### config.mk
export PLATFORM = sky130hd
export DESIGN_NAME = cmd_issue_queue
export DESIGN_NICKNAME = d
export VERILOG_FILES = /design/src/rtl/cmd_issue_queue.sv
export SDC_FILE = /design/constraint.sdc
export NUM_CORES = 1
export LEC_CHECK = 0
export CAP_MARGIN = 20
export CORE_UTILIZATION = 44
export DETAILED_ROUTE_END_ITERATION = 6
export SLEW_MARGIN = 0
export SYNTH_ARGS = -nofsm -noshare
export SYNTH_HDL_FRONTEND = slang
export SYNTH_SLANG_ARGS = --single-unit
### constraint.sdc
create_clock -name clk -period 4.74 [get_ports clk]
set_input_delay 0.948 -clock clk [delete_from_list [all_inputs] [get_ports clk]]
set_output_delay 0.948 -clock clk [all_outputs]
set_load 0.05 [all_outputs]
### src/rtl/cmd_issue_queue.sv
// Command FIFO feeding the ALU top level: pops one entry at a time, pulses run,
// then holds command stable for HOLD_CYCLES before the next issue may start.
module cmd_issue_queue #(
    parameter int unsigned CMD_W       = 12,
    parameter int unsigned DEPTH       = 8,
    parameter int unsigned HOLD_CYCLES = 3
) (
    input  logic                     clk,
    input  logic                     rst_n,
    input  logic [CMD_W-1:0]         cmd_in,
    input  logic                     cmd_valid,
    output logic                     cmd_ready,
    input  logic                     enable,
    input  logic                     flush,
    output logic [CMD_W-1:0]         command,
    output logic                     run,
    output logic                     busy,
    output logic [$clog2(DEPTH):0]   count,
    output logic                     empty,
    output logic                     full,
    output logic                     drop_err
);

    localparam int unsigned PW = $clog2(DEPTH);
    localparam int unsigned HW = (HOLD_CYCLES > 1) ? $clog2(HOLD_CYCLES) : 1;
    localparam logic [PW:0] FULL_CNT  = (PW+1)'(DEPTH);
    localparam logic [HW-1:0] HOLD_LD = HW'(HOLD_CYCLES - 1);

    typedef enum logic [1:0] {IDLE, ISSUE, HOLD} state_t;

    state_t            state_q, state_d;
    logic [HW-1:0]     hold_q, hold_d;
    logic [PW-1:0]     wr_ptr_q, wr_ptr_d;
    logic [PW-1:0]     rd_ptr_q, rd_ptr_d;
    logic [PW:0]       count_q, count_d;
    logic [CMD_W-1:0]  command_q, command_d;
    logic              run_q, run_d;
    logic              drop_q, drop_d;
    logic [CMD_W-1:0]  mem_q [DEPTH];
    logic              push, pop;

    assign full      = (count_q == FULL_CNT);
    assign empty     = (count_q == '0);
    assign cmd_ready = !full;
    assign count     = count_q;
    assign command   = command_q;
    assign run       = run_q;
    assign busy      = (state_q != IDLE);
    assign drop_err  = drop_q;

    // Both decisions use registered status, so a push into an empty queue
    // cannot pop on the same edge and a full queue never passes through.
    assign push = cmd_valid && !full && !flush;
    assign pop  = (state_q == IDLE) && enable && !empty && !flush;

    always_ff @(posedge clk) begin
        if (push) begin
            mem_q[wr_ptr_q] <= cmd_in;
        end
    end

    always_comb begin
        state_d   = state_q;
        hold_d    = hold_q;
        wr_ptr_d  = wr_ptr_q;
        rd_ptr_d  = rd_ptr_q;
        count_d   = count_q;
        command_d = command_q;
        run_d     = 1'b0;
        drop_d    = drop_q;

        if (flush) begin
            wr_ptr_d = '0;
            rd_ptr_d = '0;
            count_d  = '0;
            drop_d   = 1'b0;
        end else begin
            if (push) wr_ptr_d = wr_ptr_q + 1'b1;
            if (pop)  rd_ptr_d = rd_ptr_q + 1'b1;
            case ({push, pop})
                2'b10:   count_d = count_q + 1'b1;
                2'b01:   count_d = count_q - 1'b1;
                default: count_d = count_q;
            endcase
            if (cmd_valid && full) drop_d = 1'b1;
        end

        // flush only touches the queue; an issue in flight runs to completion.
        case (state_q)
            IDLE: begin
                if (pop) begin
                    state_d   = ISSUE;
                    command_d = mem_q[rd_ptr_q];
                    run_d     = 1'b1;
                end
            end
            ISSUE: begin
                hold_d  = HOLD_LD;
                state_d = HOLD;
            end
            HOLD: begin
                if (hold_q == '0) state_d = IDLE;
                else              hold_d  = hold_q - 1'b1;
            end
            default: state_d = IDLE;
        endcase
    end

    always_ff @(posedge clk or negedge rst_n) begin
        if (!rst_n) begin
            state_q   <= IDLE;
            hold_q    <= '0;
            wr_ptr_q  <= '0;
            rd_ptr_q  <= '0;
            count_q   <= '0;
            command_q <= '0;
            run_q     <= 1'b0;
            drop_q    <= 1'b0;
        end else begin
            state_q   <= state_d;
            hold_q    <= hold_d;
            wr_ptr_q  <= wr_ptr_d;
            rd_ptr_q  <= rd_ptr_d;
            count_q   <= count_d;
            command_q <= command_d;
            run_q     <= run_d;
            drop_q    <= drop_d;
        end
    end

endmodule

==> run_results.csv, run 1 <==
group,metric,value,unit
run_status,outcome,"finished clean",
synthesis,synth_edf_count,96,
die,ioPinCount,39,
setup_path,crit_start,"count[1]$_DFFE_PN0P_",
pwr,p_per_area,600,mW/mm²
placed_design,port_buffers,38,
synthesis,yosys-top-cells-area,"edfxtp_1 (56%), dfrtp_1 (14%), mux4_2 (7.9%)",
routing,wire_per_inst,18.5,µm
setup_path,required,3.79,ns
layout,utilization,55.4,%
sta,finalSetupViolCount,0,
synthesis,synth_top_cells_by_count,"edfxtp_1 (96), dfrtp_1 (28), mux4_2 (18), nand2_1 (16)",
cts,cts_resized,0,
setup_path,crit_fanout,8,
layout,nFillCells,917,
die,row_count,39,
routing,routed_wirelength,9.22,mm
sta,fin_crit,3.57,ns
routing,vias,2638,
synthesis,synth-main-ff-cell,"edfxtp_1",
sta,setup-tns-final,0,ns
synthesis,synth.avg_cell_area,17.9,µm²
routing,drt-initial-drc-count,135,
layout,syn_to_final_growth,23.2,%
setup_path,crit_type,"reg -> out",
grt,grt_use_total,17.5,%
cts,cts_tree,"done",
synthesis,synth-seq-area-share,69.7,%
sta,maxSlewViolCount,0,
die,start_util,45.0,%
routing,ant_nets,0,
grt,overflow,0,
die,core,0.0114,mm²
job,maxCapViolations,0,
setup_path,r2r_start,"count[1]$_DFFE_PN0P_",
layout,nets,364,
synthesis,yosysWarnings,0,
cts,clk_latency,0.41,ns
layout,antenna_cells,0,
layout,seqCellArea,0.00358,mm²
cts,h-tree-depth,4,
setup_path,crit_path_end,"full",
cts,cts_made_buffers,17,
sta,relSlewSlack,41.4,%
synthesis,synth_fp_nets,310,
sta,max_freq,280,MHz
cts,cts_root_buffer,"clkbuf_16",
cts,cts-hold-fix-buffers,0,
routing,drtPass1Iterations,4,
synthesis,syn-cell-area,0.00514,mm²
die,die_width,110,µm
pwr,leakagePower,2.24,nW
placed_design,dp.cells,465,
synthesis,synth_top_cell_by_area,"edfxtp_1",
setup_path,r2r_slack,1.72,ns
synthesis,async_flop_share,22.6,%
sta,grt_setup_unrepaired,"no",
die,die_h,110,µm
routing,drc_errors,0,
setup_path,worstSetupStartpointType,"register",
synthesis,synth_top_area_share,56.1,%
sta,worst_pin_slew,0.878,ns
worst_hold_path,worst_hold_path_type,"reg -> reg",
placed_design,hpwl,5.66,mm
cts,clkTransAtPathRegs,0.05,ns
layout,drive_gt1_share,24.6,%
cts,cts_setup_buffers,0,
grt,grt_max_degree,29,
layout,instances_no_fill,497,
sta,finClkSkew,0.00539,ns
synthesis,yosysMostFrequentCell,"edfxtp_1",
routing,vias_per_cell,5.31,
synthesis,synth.distinct_cells,46,
synthesis,synth_seq_cells,124,
grt,antenna_found_initial,0,
setup_path,cp-end-kind,"output pin",
setup_path,r2r_end,"count[3]$_DFFE_PN0P_",
layout,multi_input_area,0.00141,mm²
cts,clockBufferDepth,2,
cts,cts.sinks,124,
grt,grt_pass1_wl,14.5,mm
sta,hold_violations,0,
grt,grt_pass1_vias,2729,
die,die_area,0.0121,mm²
sta,post-route-period-util,75.3,%
placed_design,place_congestion,0.769,
setup_path,rr_worst_depth,10,
synthesis,syn-instance-count,287,
pwr,vdd_drop_max,0.377,mV
setup_path,arrival,2.62,ns
[worst min path at each step]
stage                     cells past startpoint  slack, ns                       to                    start
after floorplan                               1       0.50    hold_q[1]$_DFFE_PN0P_    hold_q[1]$_DFFE_PN0P_
after global placement                        2       0.47  command[11]$_DFFE_PN0P_  command[11]$_DFFE_PN0P_
after detailed placement                      2       0.47  command[11]$_DFFE_PN0P_  command[11]$_DFFE_PN0P_
after CTS                                     2       0.49  command[11]$_DFFE_PN0P_  command[11]$_DFFE_PN0P_
after global routing                          2       0.50  command[11]$_DFFE_PN0P_  command[11]$_DFFE_PN0P_
final                                         2       0.48  command[11]$_DFFE_PN0P_  command[11]$_DFFE_PN0P_
[sequential cells by signal (all words and copies together) (netlist names)]
signal    cells
command      12
wr_ptr_q      3
run           1
hold_q        2
rd_ptr_q      3
count         4
state_q       2
drop_err      1
mem_q        96
[layout make-up]
class                      count  area share [%]
sequential                   124            56.6
inverter                       7           0.494
clock buffer                  18            6.78
timing repair buffer          51            7.55
multi-input combinational    140            22.2
tap                          143            2.83
clock inverter                14            3.54
[where the power goes]
part	switching (mW)	leakage, nW	internal [mW]	total [mW]
Sequential	0.0770	1.23	1.28	1.36
Clock	0.443	0.310	0.977	1.42
Combinational	0.613	0.699	0.409	1.02
Total	1.13	2.24	2.67	3.80
[cell families after synthesis]
logic type / share of synthesized area [%]
AO/OA/AOI/OAI: 5.06
AND/OR/NAND/NOR: 5.75
buffers and inverters: 3.12
XOR/XNOR: 0.852
adder cells (fa/ha/maj): 1.61
flip-flops: 69.7
multiplexers: 13.9
[through the flow]
stage / total power, mW / hold slack [ns] / worst slack [ns] / area, µm²
after floorplan: 2.16 / 0.505 / 1.65 / 5140
after global placement: 2.41 / 0.469 / 1.07 / 5680
after detailed placement: 2.42 / 0.474 / 0.985 / 5680
after CTS: 3.85 / 0.485 / 1.14 / 6330
after global routing: 3.97 / 0.497 / 1.05 / 6330
final: 3.80 / 0.479 / 1.17 / 6330
[placed cells by master (no fill, tap or decap), types with 2 or more instances in the layout]
master and instances:
nor3_1 3, o211ai_1 2, nand2_2 4, mux4_1 6
mux2i_1 14, edfxtp_1 96, nand2_1 16, a21oi_1 7
xor2_1 5, ha_1 5, inv_1 5, o21ai_2 12
a211oi_4 2, buf_4 13, nand3_1 6, mux4_2 18
o21ai_0 2, clkinv_4 2, clkinv_1 4, nor3_2 3
dfrtp_1 28, clkinvlp_4 2, nand2b_1 4, clkbuf_16 17
bufinv_16 6, nor2_1 14, clkdlybuf4s50_1 38
[worst max-delay path, cell delays in order (launching register included)]
cell,delay [ns]
dfrtp_1,0.44
or4b_1,0.75
inv_2,0.20
clkdlybuf4s50_1,0.82
[layer usage]
layer | part of all wire [%] | global-route usage, % | vias up | wire [µm]
li1 | - | - | 1236 | -
met1 | 45 | 20.8 | 1326 | 4110
met2 | 50 | 28.9 | 58 | 4580
met3 | 3.0 | 4.76 | 18 | 279
met4 | 2.6 | 9.52 | 0 | 244
met5 | 0 | 0 | - | 0
Power figures use the tool's default switching activity.
==> inputs of run 2 (changes only) <==
--- a/config.mk
+++ b/config.mk
@@ -8,6 +8,7 @@
 export CAP_MARGIN = 20
 export CORE_UTILIZATION = 44
 export DETAILED_ROUTE_END_ITERATION = 6
+export PLACE_DENSITY = 0.65
 export SLEW_MARGIN = 0
 export SYNTH_ARGS = -nofsm -noshare
 export SYNTH_HDL_FRONTEND = slang
==> constraint.sdc (replaced) <==
create_clock -name clk -period 3 [get_ports clk]
set_input_delay 0.6 -clock clk [delete_from_list [all_inputs] [get_ports clk]]
set_output_delay 0.6 -clock clk [all_outputs]
set_load 0.05 [all_outputs]
==> run_results.csv, run 2 (same netlist as run 1, synthesis figures left out) <==
group,metric,value,unit
run_status,outcome,"finished clean",
cts,cts_tree,"done",
cts,clkTransAtPathRegs,0.05,ns
setup_path,path_cells,"or4b_1 > clkdlybuf4s50_1",
routing,drt-initial-drc-count,160,
layout,antenna_cells,0,
routing,drc_errors,0,
cts,h-tree-depth,4,
die,die_width,110,µm
layout,final_common_cell,"edfxtp_1",
grt,grt_use_total,16.6,%
cts,clockBufferDepth,2,
sta,fin_crit,2.76,ns
setup_path,rr_worst_depth,9,
cts,cts_resized,0,
grt,grt_max_degree,29,
sta,post-route-period-util,92.1,%
cts,clk_latency,0.41,ns
setup_path,cp-end-kind,"output pin",
die,die_h,110,µm
die,core,0.0114,mm²
routing,routed_wirelength,9.04,mm
setup_path,crit_start,"count[1]$_DFFE_PN0P_",
layout,drive_gt1_share,27.4,%
setup_path,worstSetupStartpointType,"register",
routing,ant_nets,0,
setup_path,crit_path_end,"cmd_ready",
pwr,leakagePower,2.23,nW
setup_path,max_stage_delay,0.73,ns
sta,hold_violations,0,
pwr,pwr-share-clk,33.6,%
cts,cts.sinks,124,
grt,antenna_found_initial,0,
job,maxCapViolations,0,
cts,cts-hold-fix-buffers,0,
grt,overflow,0,
cts,cts_root_buffer,"clkbuf_16",
layout,nets,371,
die,row_count,39,
routing,vias_per_cell,5.38,
layout,regMostFlops,"mem_q",
sta,max_freq,362,MHz
routing,wire_per_inst,17.9,µm
setup_path,r2r_end,"count[3]$_DFFE_PN0P_",
routing,vias,2712,
die,start_util,45.0,%
placed_design,hpwl,5.41,mm
cts,cts_made_buffers,17,
pwr,power_frac_seq,37.7,%
setup_path,crit_type,"reg -> out",
sta,finClkSkew,0.00551,ns
die,ioPinCount,39,
layout,largest_reg_flops,96,
setup_path,r2r_start,"count[1]$_DFFE_PN0P_",
pwr,cell_internal_pwr,3.88,mW
worst_hold_path,worst_hold_path_type,"reg -> reg",
placed_design,place_congestion,0.778,
routing,drtPass1Iterations,4,
sta,finalSetupViolCount,0,
pwr,p_per_area,907,mW/mm²
setup_path,r2r_slack,0.37,ns
pwr,net-switching-power,1.83,mW
placed_design,dp.cells,472,
die,die_area,0.0121,mm²
placed_design,port_buffers,38,
layout,instances_no_fill,504,
setup_path,crit_fanout,6,
setup_path,arrival,2.16,ns
sta,grt_setup_unrepaired,"no",
grt,grt_pass1_wl,13.8,mm
sta,worst_pin_slew,0.887,ns
sta,maxSlewViolCount,0,
sta,relSlewSlack,40.9,%
layout,final_cell_mix,"edfxtp_1 (96), clkdlybuf4s50_1 (36), dfrtp_1 (28)",
setup_path,required,2.40,ns
pwr,p_sw_share,32.1,%
grt,grt_pass1_vias,2617,
layout,syn_to_final_growth,22.5,%
cts,cts_setup_buffers,0,
layout,utilization,55.2,%
setup_path,crit_slowest_cell,"clkdlybuf4s50_1",
pwr,p_comb_share,28.7,%
pwr,vdd_drop_max,0.726,mV
==> run 2: cell types whose count changed in the layout (fill, tap and decap cells not counted) <==
cell	before	now
clkinv_2	1	0
bufinv_16	6	1
inv_6	0	2
clkinv_1	4	1
buf_4	13	22
clkinv_4	2	4
clkbuf_8	0	2
clkdlybuf4s50_1	38	36
clkinvlp_4	2	5
==> run 2: worst min-delay path by stage <==
stage,startpoint,to,depth (start not counted)
floorplan,rst_n,command[0]$_DFFE_PN0P_,0
global placement,command[8]$_DFFE_PN0P_,command[8]$_DFFE_PN0P_,2
detailed placement,command[9]$_DFFE_PN0P_,command[9]$_DFFE_PN0P_,2
CTS,command[6]$_DFFE_PN0P_,command[6]$_DFFE_PN0P_,2
global route,command[1]$_DFFE_PN0P_,command[1]$_DFFE_PN0P_,2
finish,command[6]$_DFFE_PN0P_,command[6]$_DFFE_PN0P_,2
==> run 2: power by group through the flow <==
stage | Combinational, mW | Clock (mW) | Sequential [mW]
2_1_floorplan | 0.933 | 0 | 2.49
3_3_place_gp | 1.63 | 0 | 2.18
3_5_place_dp | 1.65 | 0 | 2.19
4_1_cts | 1.66 | 1.96 | 2.16
5_1_grt | 1.77 | 2.03 | 2.18
6_report | 1.64 | 1.92 | 2.15
==> run 2: area by class of cell <==
type                    instances  area, µm²
clock buffers                  20        457
clock inverters                12        115
fillers                       923       5120
inverters                       7       31.3
multi-input cells             140       1410
flip-flops and latches        124       3580
well taps                     143        179
repair buffers                 58        526
==> run 2: critical path: cells and delay by family, from the launching register on <==
family / cells / cell delay (ns)
buffers and inverters: 1 / 0.73
DFF: 1 / 0.45
and+or+nand+nor: 1 / 0.57
==> run 2: per-layer routing <==
layer,vias up,track usage [%],part of all wire (%)
met4,0,8.57,2.1
met1,1371,21.1,46
li1,1247,-,-
met2,76,26.1,48
met3,18,4.59,4.1
met5,-,0,0
==> run 2: metrics by stage <==
stage / total power [mW] / setup WS, ns / hold WS (ns) / instance area (µm²) / setup TNS, ns
6_report: 5.71 / 0.238 / 0.472 / 6300 / 0
5_1_grt: 5.98 / 0.157 / 0.503 / 6300 / 0
4_1_cts: 5.77 / 0.223 / 0.476 / 6300 / 0
3_5_place_dp: 3.84 / -0.0260 / 0.465 / 5730 / -0.0260
3_3_place_gp: 3.81 / 0.0192 / 0.464 / 5730 / 0
2_1_floorplan: 3.42 / 0.00758 / 0.304 / 5140 / 0
